--- src/rtl/apb_rr_pkg.sv ---
// Shared types and constants for the round-robin APB master.
package apb_rr_pkg;

  typedef enum logic [1:0] {
    IDLE   = 2'd0,
    SETUP  = 2'd1,
    ACCESS = 2'd2
  } state_t;

  localparam int DEF_ADDR_W = 10;
  localparam int DEF_DATA_W = 32;

  // Watchdog counter width; at least one bit so a disabled watchdog still elaborates.
  function automatic int wdog_w(input int timeout);
    return (timeout < 1) ? 1 : $clog2(timeout + 1);
  endfunction

endpackage

--- src/rtl/apb_rr_master_rr_arbiter.sv ---
// Combinational round-robin pick: first requester at or after ptr, wrapping; zero latency.
module rr_arbiter
  import apb_rr_pkg::*;
#(
  parameter int N  = 2,
  parameter int IW = (N > 1) ? $clog2(N) : 1
) (
  input  logic [N-1:0]  req,
  input  logic [IW-1:0] ptr,
  output logic [N-1:0]  grant,
  output logic [IW-1:0] idx,
  output logic          valid
);

  logic [IW-1:0] cand [N];

  for (genvar i = 0; i < N; i++) begin : g_cand
    assign cand[i] = IW'((int'(ptr) + i) % N);
  end

  always_comb begin
    valid = 1'b0;
    idx   = '0;
    for (int i = 0; i < N; i++) begin
      if (!valid && req[cand[i]]) begin
        valid = 1'b1;
        idx   = cand[i];
      end
    end
    grant = valid ? (N'(1) << idx) : '0;
  end

endmodule

--- src/rtl/apb_rr_master.sv ---
// Round-robin APB master: latches the winning client's command, runs SETUP/ACCESS,
// returns done/err pulses combinationally in ACCESS; a watchdog aborts stuck transfers.
module apb_rr_master
  import apb_rr_pkg::*;
#(
  parameter int NUM_REQ = 2,
  parameter int ADDR_W  = DEF_ADDR_W,
  parameter int DATA_W  = DEF_DATA_W,
  parameter int TIMEOUT = 255
) (
  input  logic                      clk,
  input  logic                      reset,
  input  logic [NUM_REQ-1:0]        req_i,
  input  logic [NUM_REQ-1:0]        req_rnw_i,
  input  logic [NUM_REQ*ADDR_W-1:0] req_addr_i,
  input  logic [NUM_REQ*DATA_W-1:0] req_wdata_i,
  output logic [NUM_REQ-1:0]        req_done_o,
  output logic [NUM_REQ-1:0]        req_err_o,
  output logic [DATA_W-1:0]         req_rdata_o,
  output logic                      psel_o,
  output logic                      penable_o,
  output logic [ADDR_W-1:0]         paddr_o,
  output logic                      pwrite_o,
  output logic [DATA_W-1:0]         pwdata_o,
  input  logic [DATA_W-1:0]         prdata_i,
  input  logic                      pready_i
);

  localparam int IW = (NUM_REQ > 1) ? $clog2(NUM_REQ) : 1;
  localparam int WW = wdog_w(TIMEOUT);

  state_t        state;
  logic [IW-1:0] ptr;
  logic [IW-1:0] gnt_idx;
  logic [WW-1:0] wdog;

  logic [NUM_REQ-1:0] arb_grant;
  logic [IW-1:0]      arb_idx;
  logic               arb_valid;

  logic              sel_rnw;
  logic [ADDR_W-1:0] sel_addr;
  logic [DATA_W-1:0] sel_wdata;
  logic              in_access;
  logic              done;
  logic              timeout_hit;
  logic [IW-1:0]     ptr_nxt;

  rr_arbiter #(.N(NUM_REQ), .IW(IW)) u_arb (
    .req   (req_i),
    .ptr   (ptr),
    .grant (arb_grant),
    .idx   (arb_idx),
    .valid (arb_valid)
  );

  always_comb begin
    sel_addr  = '0;
    sel_wdata = '0;
    for (int k = 0; k < NUM_REQ; k++) begin
      if (arb_grant[k]) begin
        sel_addr  = req_addr_i[k*ADDR_W +: ADDR_W];
        sel_wdata = req_wdata_i[k*DATA_W +: DATA_W];
      end
    end
  end

  assign sel_rnw   = |(req_rnw_i & arb_grant);
  assign in_access = (state == ACCESS);
  assign done      = in_access && pready_i;
  // Abort fires on the last permitted wait cycle, so the bus frees on the next edge.
  assign timeout_hit = (TIMEOUT != 0) && in_access && !pready_i &&
                       (wdog == WW'(TIMEOUT - 1));

  assign req_done_o  = done ? (NUM_REQ'(1) << gnt_idx) : '0;
  assign req_err_o   = timeout_hit ? (NUM_REQ'(1) << gnt_idx) : '0;
  assign req_rdata_o = done ? prdata_i : '0;

  assign ptr_nxt = (gnt_idx == IW'(NUM_REQ - 1)) ? '0 : gnt_idx + 1'b1;

  always_ff @(posedge clk or negedge reset) begin
    if (!reset) begin
      state     <= IDLE;
      ptr       <= '0;
      gnt_idx   <= '0;
      wdog      <= '0;
      psel_o    <= 1'b0;
      penable_o <= 1'b0;
      paddr_o   <= '0;
      pwrite_o  <= 1'b0;
      pwdata_o  <= '0;
    end else begin
      case (state)
        IDLE: begin
          if (arb_valid) begin
            gnt_idx   <= arb_idx;
            paddr_o   <= sel_addr;
            pwrite_o  <= !sel_rnw;
            pwdata_o  <= sel_wdata;
            psel_o    <= 1'b1;
            penable_o <= 1'b0;
            wdog      <= '0;
            state     <= SETUP;
          end
        end
        SETUP: begin
          penable_o <= 1'b1;
          state     <= ACCESS;
        end
        ACCESS: begin
          if (pready_i || timeout_hit) begin
            psel_o    <= 1'b0;
            penable_o <= 1'b0;
            ptr       <= ptr_nxt;
            state     <= IDLE;
          end else begin
            wdog <= wdog + 1'b1;
          end
        end
        default: state <= IDLE;
      endcase
    end
  end

endmodule

--- config.mk ---
export PLATFORM = sky130hd
export DESIGN_NAME = apb_rr_master
export DESIGN_NICKNAME = d
export VERILOG_FILES = /design/src/rtl/apb_rr_pkg.sv /design/src/rtl/apb_rr_master_rr_arbiter.sv /design/src/rtl/apb_rr_master.sv
export SDC_FILE = /design/constraint.sdc
export NUM_CORES = 1
export LEC_CHECK = 0
export ABC_AREA = 1
export CAP_MARGIN = 20
export CORE_MARGIN = 4
export CORE_UTILIZATION = 30
export DETAILED_ROUTE_END_ITERATION = 8
export DONT_BUFFER_PORTS = 1
export PLACE_DENSITY = 0.51
export SLEW_MARGIN = 20
export SYNTH_ARGS = -nofsm -noshare
export SYNTH_HDL_FRONTEND = slang
export SYNTH_SLANG_ARGS = --single-unit
--- constraint.sdc ---
create_clock -name clk -period 1.5 [get_ports clk]
set_clock_uncertainty 0.2 [all_clocks]
set_input_delay 0.3 -clock clk [delete_from_list [all_inputs] [get_ports clk]]
set_output_delay 0.3 -clock clk [all_outputs]
set_load 0.02 [all_outputs]
==> results of run 1 <==
[kinds of logic (layout without fill, tap and decap cells)]
logic type | Yosys count | after routing | share of synthesized area
buf+inv | 98 | 237 | 0.139
compound gates | 40 | 40 | 0.0661
fa+ha+maj | 2 | 2 | 0.00764
xor+xnor | 3 | 3 | 0.00803
simple gates | 271 | 272 | 0.344
flops | 57 | 57 | 0.436
[power by group through the flow]
stage	registers (W)	clock network [W]	logic, W
floorplan	0.00315	0	0.00235
global placement	0.00335	0	0.00296
detailed placement	0.00333	0	0.00304
CTS	0.00333	0.00148	0.00346
global route	0.00341	0.00155	0.00539
finish	0.00334	0.00143	0.00498
[routing by layer]
layer	GRT usage	part of all wire
met1	0.191	0.37
met2	0.292	0.50
met3	0.0518	0.099
met4	0.0761	0.023
met5	0	0
[per-stage QoR]
| stage | hold slack [ps] | setup WS, ps |
|---|---|---|
| after floorplan | -196 | -104 |
| after global placement | -194 | -116 |
| after detailed placement | -194 | -121 |
| after CTS | -570 | -441 |
| after global routing | -572 | -482 |
| final | -543 | -421 |
[Yosys cell counts]
| cell type | n | area share |
|---|---|---|
| buf_2 | 9 | 0.014 |
| buf_4 | 1 | 0.0023 |
| buf_6 | 9 | 0.031 |
| clkinv_1 | 1 | 0.0011 |
| clkinv_2 | 1 | 0.0015 |
| dfrtp_1 | 57 | 0.44 |
| ha_1 | 2 | 0.0076 |
| inv_1 | 75 | 0.086 |
| inv_2 | 1 | 0.0011 |
| inv_4 | 1 | 0.0019 |
| nand2_1 | 181 | 0.21 |
| nand2_2 | 5 | 0.0096 |
| nand2_4 | 4 | 0.014 |
| nand3_1 | 29 | 0.044 |
| nand3_2 | 1 | 0.0031 |
| nand4_1 | 2 | 0.0038 |
| nor2_1 | 46 | 0.053 |
| nor2_2 | 1 | 0.0019 |
| nor2_4 | 2 | 0.0069 |
| o21ai_0 | 24 | 0.037 |
| o21ai_1 | 13 | 0.020 |
| o21ai_2 | 1 | 0.0027 |
| o21ai_4 | 1 | 0.0050 |
| o22ai_1 | 1 | 0.0019 |
| xor2_1 | 3 | 0.0080 |
[final cells by class]
| type | instances | area (um^2) |
|---|---|---|
| repair buffers | 141 | 1610 |
| clock inverters | 5 | 56.3 |
| flip-flops and latches | 57 | 1430 |
| multi-input cells | 317 | 2030 |
| inverters | 79 | 320 |
| well taps | 136 | 170 |
| repair inverters | 2 | 23.8 |
| fillers | 886 | 4690 |
| clock buffers | 10 | 138 |
[final timing paths]
| check | startpoint | cells after the start | slack, ps | end |
|---|---|---|---|---|
| min in group clk | req_addr_i[3] | 4 | 40 | paddr_o[3] |
| max reg2reg | state[0] | 10 | -140 | ptr |
| max in group asynchronous | reset | 0 | 1540 | wdog[1] |
| min reg2reg | wdog[0] | 2 | 370 | wdog[0] |
| min | reset | 0 | -540 | paddr_o[6] |
| max | state[0] | 7 | -420 | req_rdata_o[31] |
[critical path, delay by kind of cell (launching register included)]
family                 cells  cell delay, ps
buffers and inverters      4             450
DFF                        1             390
and+or+nand+nor            3             250
[layout by cell type, fill, tap and decap left out, types with 8 or more instances in the layout]
master	instances
nand2_1	150
dlygate4sd3_1	85
inv_1	72
dfrtp_1	57
nor2_4	40
nand2_2	25
buf_4	24
o21ai_1	18
nand3_2	15
nand2_4	14
o21ai_0	14
buf_6	12
clkbuf_8	10
nand3_4	8
nor2_1	8
[what timing repair did]
item | CTS | global route
setup endpoints to repair | 88 | 92
hold endpoints to repair | 100 | 57
gates resized for setup | 22 | 99
gates cloned | 2 | 14
setup buffers | 7 | 6
pin swaps | 10 | 34
[registers in the layout, indices dropped and copies added (netlist names)]
name	cells
gnt_idx	1
paddr_o	10
penable_o	1
psel_o	1
ptr	1
pwdata_o	32
pwrite_o	1
state	2
wdog	8
==> results.md, run 1 <==
* Final non-filler cell total at roughly 750
* Worst-path fanout max at 7
* Post-Syn Area at ~3300 um^2
* CP startpoint kind: flip-flop
* Port Buf Inserts at 0
* Sequential area share after synthesis at 0.436
* Vias in the first global route at approximately 3400
* Area after DPL at between 3000 and 4000 um^2
* Seq pwr share at 0.343
* Final HPWL DP at 6.94 mm
* DR iter-0 viols at approximately 140
* Synth unique cells at 25
* Clk root buf: clkbuf_8
* Internal power at about 0.0052 W
* Hold WS at -543 ps
* Layout Area Growth over Synthesis at 76.3%
* # rows at 37
* Global route total overflow at 0
* Initial antenna violation count at 0
* Global-route wire length before repair at around 17 mm
* Power Dens Cells at around 1700 nW/um^2
* # clock sinks at 57
* Unrepaired setup endpoints after global routing: yes
* Tot Pwr at 0.00976 W
* HP Class: input port to asynchronous set/reset pin
* Final setup viols at slightly above 90
* DRT Wirelength at between 10 and 15 mm
* Slowest stage delay, CP at slightly below 400 ps
* Final setup margin at -421 ps
* CTS Hold Bufs at 85
* Post-route cell area at a little under 6000 um^2
* Pin count of the biggest net entering global routing at slightly below 60
* Placeable Area at 10500 um^2
* Crit-path slowest cell: dfrtp_1
* Cell leakage power at between 2 and 3 nW
* Period minus WS final at around 1900 ps
* Die Ht at about 110 um
* Fmax at 521 MHz
* Initial Util at 0.313
* Combinational Power Share at 0.511
* Nets at 732
* Worst path cell trace: inv_2 > nand2_4 > inv_4 > nand2_8 > buf_12 > nor2_4 > buf_6
* Violated checks: negative hold slack, negative setup slack
* Outcome: finished with violations
* DRT Pass-1 Iters at 5
* Number of diodes at 0
* Tightest Pin Transition at about 300 ps
* Layout cells sized above 1 at 0.314
* H-tree depth at 3
* Worst EP arrival at 1420 ps
* Fin. max-slew vios at 0
* Max-capacitance violation count at 0
* Syn_area_per_cell at between 6 and 7 um^2
* Vias at approximately 3600
* Crit. End Element: output pin
* Die Span X at approximately 110 um
* Critical path class: flip-flop to output pin
* Sw Ratio at 0.470
* DR vias/cell at 4.81
* Yosys reg bits at between 50 and 60
* Post-layout util at 0.552
* WL/cell at ~17 um
* Required time of the critical path at 1000 ps
* Clk_lat worst skew at about 330 ps
* NetSw at roughly 0.0046 W
* GP Congestion at approximately 0.79
* Clock network power share at 0.147
* I/O pins at 204
* CTS Buf Count at 9
* Cell count after synthesis at 471
* Placed Cells incl. Taps at between 600 and 700
* Post-Synthesis Net Count at a little under 600
* Gr usage total at 0.169
* Slew margin rel. at 0.799
* Die area at about 13000 um^2
* Fin Setup TNS at -18480 ps
* Post-DRT Antenna Nets at 0
* Clk pin slew, worst setup/hold paths at around 70 ps
* YS warnings at 0
* Clock buffer depth at 2
* Final period util at 1.28
* Fin. Hold Viols at between 50 and 60
* CTS tree: built
* Max IR drop VDD at 0.748 mV
* Residual DRC count at 0
Power figures use the tool's default switching activity.
==> run 2: changes to the inputs <==
Settings changed: RECOVER_POWER set to 25.
==> results of run 2 <==
The final DEF is identical to that of run 1; final timing and power are the same.
